<file path="src/rtl/z80_ram_arbiter.sv">
// ============================================================================
// z80_ram_arbiter
// ----------------------------------------------------------------------------
// Purpose:
//   Shares one single-port synchronous 64Kx8 RAM between the gate-level Z80
//   bus and a host loader/debug port. The Z80 always has priority. The host
//   is only serviced while the Z80 is not in a memory cycle (_z_mreq high).
//   Each Z80 memory cycle produces exactly one RAM access. Refresh cycles
//   never touch the RAM. All Z80 pad signals are eclk-synchronous, so the
//   inputs are used directly without synchronizers.
//
// Configuration macro:
//   Z80_RAM_WPROT_EN - when defined, Z80 writes below ROM_TOP are dropped.
//                      The Z80 cycle is still consumed, and wp_hits counts
//                      the dropped writes, saturating at 16'hFFFF. Host
//                      writes are never protected. When the macro is
//                      undefined, wp_hits is tied to zero.
//
// Parameters:
//   AW      - address width
//   DW      - data width
//   ROM_TOP - first writable Z80 address when write protection is built
//
// Ports:
//   eclk      in   emulation clock, the only clock
//   _erst     in   asynchronous active-low reset
//   z_ab      in   Z80 address pads
//   z_dout    in   Z80 write data
//   _z_mreq   in   Z80 memory request (active low)
//   _z_rd     in   Z80 read strobe (active low)
//   _z_wr     in   Z80 write strobe (active low)
//   _z_rfsh   in   Z80 refresh (active low)
//   z_din     out  registered read data to the Z80 data bus
//   h_req     in   host request level, held until h_ack
//   h_we      in   host write (1) / read (0)
//   h_addr    in   host address
//   h_wdata   in   host write data
//   h_ack     out  one-cycle host completion pulse
//   h_rdata   out  host read data, valid with h_ack and held afterwards
//   ram_a     out  RAM address
//   ram_din   out  RAM write data
//   ram_we    out  RAM write enable, one eclk pulse
//   ram_dout  in   RAM read data, valid 1 eclk after the address is presented
//   busy      out  FSM not in IDLE
//   wp_hits   out  count of protected Z80 writes (0 when the feature is off)
// ============================================================================
module z80_ram_arbiter #(
    parameter int unsigned   AW      = 16,
    parameter int unsigned   DW      = 8,
    parameter logic [AW-1:0] ROM_TOP = 16'h2000
) (
    input  logic          eclk,
    input  logic          _erst,

    // Z80 bus
    input  logic [AW-1:0] z_ab,
    input  logic [DW-1:0] z_dout,
    input  logic          _z_mreq,
    input  logic          _z_rd,
    input  logic          _z_wr,
    input  logic          _z_rfsh,
    output logic [DW-1:0] z_din,

    // Host loader/debug port
    input  logic          h_req,
    input  logic          h_we,
    input  logic [AW-1:0] h_addr,
    input  logic [DW-1:0] h_wdata,
    output logic          h_ack,
    output logic [DW-1:0] h_rdata,

    // RAM port
    output logic [AW-1:0] ram_a,
    output logic [DW-1:0] ram_din,
    output logic          ram_we,
    input  logic [DW-1:0] ram_dout,

    // Status
    output logic          busy,
    output logic [15:0]   wp_hits
);

    typedef enum logic [1:0] {
        ST_IDLE,
        ST_Z_WAIT,
        ST_H_WAIT
    } state_e;

    state_e        state_q;
    logic          z_served_q;
    logic [AW-1:0] ram_a_q;
    logic [DW-1:0] ram_din_q;
    logic          ram_we_q;
    logic [DW-1:0] z_din_q;
    logic          h_ack_q;
    logic [DW-1:0] h_rdata_q;

    // A Z80 memory cycle needs service once its strobe is active. During a
    // write cycle, _z_rd stays high, so the request waits for _z_wr to fall,
    // when z_dout is already stable. z_served blocks a second access within
    // the same cycle.
    logic z_pend;
    assign z_pend = ~_z_mreq & _z_rfsh & (~_z_rd | ~_z_wr) & ~z_served_q;

    // The host is never granted inside a Z80 memory cycle, refresh included.
    logic h_grant;
    assign h_grant = h_req & _z_mreq;

    // A Z80 write is being issued this cycle.
    logic z_wr_issue;
    assign z_wr_issue = (state_q == ST_IDLE) & z_pend & ~_z_wr;

    // ------------------------------------------------------------------------
    // Optional write protection of the low ROM region
    // ------------------------------------------------------------------------
    logic z_wr_blocked;

`ifdef Z80_RAM_WPROT_EN
    logic [15:0] wp_hits_q;
    logic [15:0] wp_hits_d;

    assign z_wr_blocked = (z_ab < ROM_TOP);

    always_comb begin
        // NOTE: every always_comb output gets a default first, so no path
        // leaves it unassigned and no latch is inferred.
        wp_hits_d = wp_hits_q;
        if (z_wr_issue && z_wr_blocked && (wp_hits_q != 16'hFFFF)) begin
            wp_hits_d = wp_hits_q + 16'd1;
        end
    end

    always_ff @(posedge eclk or negedge _erst) begin
        if (!_erst) begin
            wp_hits_q <= '0;
        end else begin
            wp_hits_q <= wp_hits_d;
        end
    end

    assign wp_hits = wp_hits_q;
`else
    assign z_wr_blocked = 1'b0;
    assign wp_hits      = '0;

    // ROM_TOP only matters when protection is built.
    logic unused_rom_top;
    assign unused_rom_top = ^ROM_TOP;
`endif

    // ------------------------------------------------------------------------
    // Arbitration FSM with registered RAM, Z80 and host outputs
    // ------------------------------------------------------------------------
    always_ff @(posedge eclk or negedge _erst) begin
        if (!_erst) begin
            state_q    <= ST_IDLE;
            z_served_q <= 1'b0;
            ram_a_q    <= '0;
            ram_din_q  <= '0;
            ram_we_q   <= 1'b0;
            z_din_q    <= {DW{1'b1}};
            h_ack_q    <= 1'b0;
            h_rdata_q  <= '0;
        end else begin
            // NOTE: sequential state uses non-blocking assignments. Where a
            // register gets two assignments in one pass, the later one wins.
            // The pulse defaults below are therefore overridden only in the
            // cycle that raises them.
            ram_we_q <= 1'b0;
            h_ack_q  <= 1'b0;

            // Any eclk outside a memory cycle re-arms Z80 service. z_pend
            // needs _z_mreq low, so this never collides with setting the flag.
            if (_z_mreq) begin
                z_served_q <= 1'b0;
            end

            case (state_q)
                ST_IDLE: begin
                    if (z_pend) begin
                        ram_a_q    <= z_ab;
                        z_served_q <= 1'b1;
                        if (!_z_wr) begin
                            // A protected write still consumes the cycle.
                            // It just never strobes the RAM.
                            ram_din_q <= z_dout;
                            ram_we_q  <= ~z_wr_blocked;
                        end else begin
                            state_q <= ST_Z_WAIT;
                        end
                    end else if (h_grant) begin
                        ram_a_q <= h_addr;
                        if (h_we) begin
                            ram_din_q <= h_wdata;
                            ram_we_q  <= 1'b1;
                            h_ack_q   <= 1'b1;
                        end else begin
                            state_q <= ST_H_WAIT;
                        end
                    end
                end

                ST_Z_WAIT: begin
                    z_din_q <= ram_dout;
                    state_q <= ST_IDLE;
                end

                ST_H_WAIT: begin
                    h_rdata_q <= ram_dout;
                    h_ack_q   <= 1'b1;
                    state_q   <= ST_IDLE;
                end

                default: begin
                    state_q <= ST_IDLE;
                end
            endcase
        end
    end

    assign ram_a   = ram_a_q;
    assign ram_din = ram_din_q;
    assign ram_we  = ram_we_q;
    assign z_din   = z_din_q;
    assign h_ack   = h_ack_q;
    assign h_rdata = h_rdata_q;
    assign busy    = (state_q != ST_IDLE);

endmodule
</file>
<file path="config.mk">
export PLATFORM = sky130hd
export DESIGN_NAME = z80_ram_arbiter
export DESIGN_NICKNAME = d
export VERILOG_FILES = /design/src/rtl/z80_ram_arbiter.sv
export SDC_FILE = /design/constraint.sdc
export NUM_CORES = 1
export LEC_CHECK = 0
export CAP_MARGIN = 15
export CORE_UTILIZATION = 34
export CTS_CLUSTER_SIZE = 16
export DETAILED_ROUTE_END_ITERATION = 10
export GPL_TIMING_DRIVEN = 1
export PLACE_DENSITY = 0.77
export SLEW_MARGIN = 20
export SYNTH_ARGS = -nofsm -noshare
export SYNTH_HDL_FRONTEND = slang
export SYNTH_SLANG_ARGS = --single-unit
</file>
<file path="constraint.sdc">
create_clock -name eclk -period 1.3 [get_ports eclk]
set_input_delay 0.13 -clock eclk [delete_from_list [all_inputs] [get_ports eclk]]
set_output_delay 0.13 -clock eclk [all_outputs]
set_load 0.1 [all_outputs]
</file>
==> impl_metrics.tcl <==
set metrics [dict create \
    vias 1687 \
    slew_violations 0 \
    yosys_warnings 0 \
    drc 0 \
    cellLeakagePower_nw 1.71 \
    power.total_w 0.00785 \
    max_slew_margin_pct 64.8 \
    wl_per_cell_um 14.8 \
    wl_mm 5.28 \
    clk_pin_slew_ns 0.08 \
    die-area_sq_mm 0.00657 \
    cp_data_required_time_ns 1.52 \
    ys_seq_elements 45 \
    htree_levels 2 \
    start_kind "register" \
    rows 28 \
    n_antenna_cell 0 \
    antenna_left 0 \
    grt_overflow 0 \
    grt_use_total_pct 17.2 \
    n_fill_cell 443 \
    area_growth_pct 84.8 \
    via_per_inst 4.73 \
    timing.final.crit_share_pct 104 \
    worst_pin_slew_ns 0.528 \
    end_kind "register" \
    hold_viol_final 0 \
    violations "negative setup slack" \
    syn_inst 163 \
    gp_congestion 0.752 \
    start_util_pct 35.5 \
    yosysSeqAreaShare_pct 53.4 \
    drive_gt1_share_pct 41.1 \
    worst_slack_ns -0.0514 \
    ir_drop_mv 1.43 \
    max_freq_mhz 740 \
    grt_first_pass_wirelength_mm 8.46 \
    drv_cap 0 \
    cts_tree "built" \
    finalSetupViolCount 17 \
    power_density_mw_per_mm2 2000 \
    cts_buffers 5 \
    synth.avg_cell_area_sq_um 13.0 \
    hold_path_class "primary input to asynchronous set/reset pin" \
    finClkSkew_ns 0.00751 \
    clock-sinks 45 \
    outcome "finished, violations left" \
    crit_fanout 8 \
    hpwlAfterDp_mm 4.06 \
    cp.arrival_ns 1.57 \
    ys_types 28 \
    first_pass_iters 4 \
    first_global_vias 1735 \
    drt-initial-drc-count 42 \
    dieHeight_um 81.1 \
    clockBufferDepth 2 \
    clock_tree.root_cell "clkbuf_8" \
    reg2reg_depth 6 \
    grt_max_degree 24 \
    core_region_area_sq_mm 0.00599 \
    clkLatencyLatePin_ns 0.29 \
    port_buffers 106 \
    io_pins 123 \
    rsz0062_at_grt "yes" \
    fin_nets 345 \
    antenna_found_initial 0 \
    worstSetupPathType "register to register" \
    final_area_sq_mm 0.00393 \
    synth_area_sq_mm 0.00213 \
    period_needed_ns 1.35 \
    dieWidth_um 81.1 \
    place_area_sq_mm 0.00371 \
]
## area by class of cell
| cell class | instances | area (sq um) | share of cell area (%) |
|---|---|---|---|
| Multi-Input combinational cell | 103 | 873 | 22.2 |
| Timing Repair Buffer | 121 | 1680 | 42.8 |
| Clock buffer | 7 | 86.3 | 2.20 |
| Clock inverter | 1 | 30.0 | 0.764 |
| Inverter | 5 | 26.3 | 0.669 |
| Tap cell | 75 | 93.8 | 2.39 |
| Sequential cell | 45 | 1140 | 28.9 |
## sequential cells by signal, indices dropped and copies added (netlist names)
register    count
state_q         2
h_rdata         8
ram_din         8
ram_a          16
h_ack           1
z_served_q      1
ram_we          1
z_din           8
## cells by family (layout without fill, tap and decap cells)
logic type | count (synthesis) | after routing | share of synthesized area [%]
AOI/OAI and AO/OA | 43 | 43 | 18.2
buffers and inverters | 30 | 134 | 10.8
DFF | 45 | 45 | 53.4
muxes | 24 | 24 | 12.2
other | 1 | 16 | 0.176
and+or+nand+nor | 20 | 20 | 5.12
## critical path: stages, from the launching register on
cell and delay [ns]:
dfrtp_1 0.41, inv_2 0.07, nand4_1 0.11, buf_4 0.18, a21oi_4 0.19, clkbuf_16 0.20
a2bb2oi_2 0.12
## final timing paths
| check | start | to | slack [ns] |
|---|---|---|---|
| max | z_served_q | ram_a[7] | -0.05 |
| min | _erst | ram_din[5] | 0.35 |
| max reg2reg | z_served_q | ram_a[7] | -0.05 |
| min reg2reg | ram_din[2] | ram_din[2] | 0.55 |
| max in group asynchronous | _erst | state_q[1] | 0.43 |
| min in group eclk | _z_wr | state_q[0] | 0.45 |
## power by group
group	switching [W]	total [W]	internal (W)	leakage [nW]
combinational	0.00292	0.00465	0.00173	1.13
sequential	0.000359	0.00213	0.00177	0.519
clock	0.000449	0.00108	0.000627	0.0585
## Yosys cell counts
cell type / number / area share, %
o21ai_1: 8 / 1.9
clkbuf_8: 2 / 1.3
conb_1: 1 / 0.18
dfrtp_1: 37 / 44
buf_6: 1 / 0.53
mux2i_1: 8 / 3.8
nor2_8: 1 / 0.94
nor4b_1: 1 / 0.41
nand2b_1: 2 / 0.59
o22ai_1: 15 / 4.4
a2bb2oi_2: 10 / 7.1
mux2_1: 1 / 0.53
mux2_2: 15 / 7.9
a21oi_4: 1 / 0.77
buf_12: 1 / 0.94
and3_1: 1 / 0.29
inv_1: 2 / 0.35
inv_2: 3 / 0.53
buf_2: 2 / 0.47
buf_4: 19 / 6.7
nor2_1: 2 / 0.35
nor3_1: 2 / 0.47
nand2_1: 10 / 1.8
o21ai_2: 1 / 0.41
dfstp_2: 8 / 9.9
a2bb2oi_1: 6 / 2.5
o22ai_2: 2 / 1.2
nand4_1: 1 / 0.29
## routing by layer
layer / global-route usage, % / vias to the layer above / part of all wire [%]
li1: - / 795 / -
met4: 4.82 / 0 / 1.1
met3: 5.73 / 7 / 7.2
met2: 30.2 / 78 / 51
met1: 19.9 / 807 / 40
met5: 0 / - / 0
## metrics by stage
stage	hold slack (ns)	setup WS (ns)	setup TNS, ns	cells	util (%)
finish	0.350	-0.0514	-0.505	357	65.6
global route	0.376	-0.147	-2.40	357	65.6
CTS	0.368	-0.0465	-0.322	355	64.4
detailed placement	0.146	-0.392	-7.98	346	62.0
global placement	0.143	-0.303	-6.18	346	62.0
floorplan	-0.166	-0.0211	-0.211	178	-
## cells in the final DEF (no fill, tap or decap), drive strengths merged
| master | netlist | layout |
|---|---|---|
| clkdlybuf4s50 | 0 | 62 |
| mux2 | 16 | 16 |
| dfstp | 8 | 8 |
| o22ai | 17 | 17 |
| inv | 5 | 5 |
| conb | 1 | 16 |
| o21ai | 9 | 9 |
| dlygate4sd3 | 0 | 1 |
| dfrtp | 37 | 37 |
| a2bb2oi | 16 | 16 |
| nor4b | 1 | 1 |
| nor3 | 2 | 2 |
| bufinv | 0 | 1 |
| and3 | 1 | 1 |
| nand4 | 1 | 1 |
| a21oi | 1 | 1 |
| clkbuf | 2 | 8 |
| buf | 23 | 57 |
| mux2i | 8 | 8 |
| nand2 | 10 | 10 |
| nand2b | 2 | 2 |
| nor2 | 3 | 3 |
## timing repair
action / CTS / global route
setup buffers: 0 / 1
setup endpoints to repair: 25 / 31
hold endpoints to repair: 14 / 0
pin swaps: 0 / 2
resized for setup: 4 / 6
cloned: 0 / 1
hold buffers: 1 / 0
Note: power is estimated with default switching activity, not from simulation.
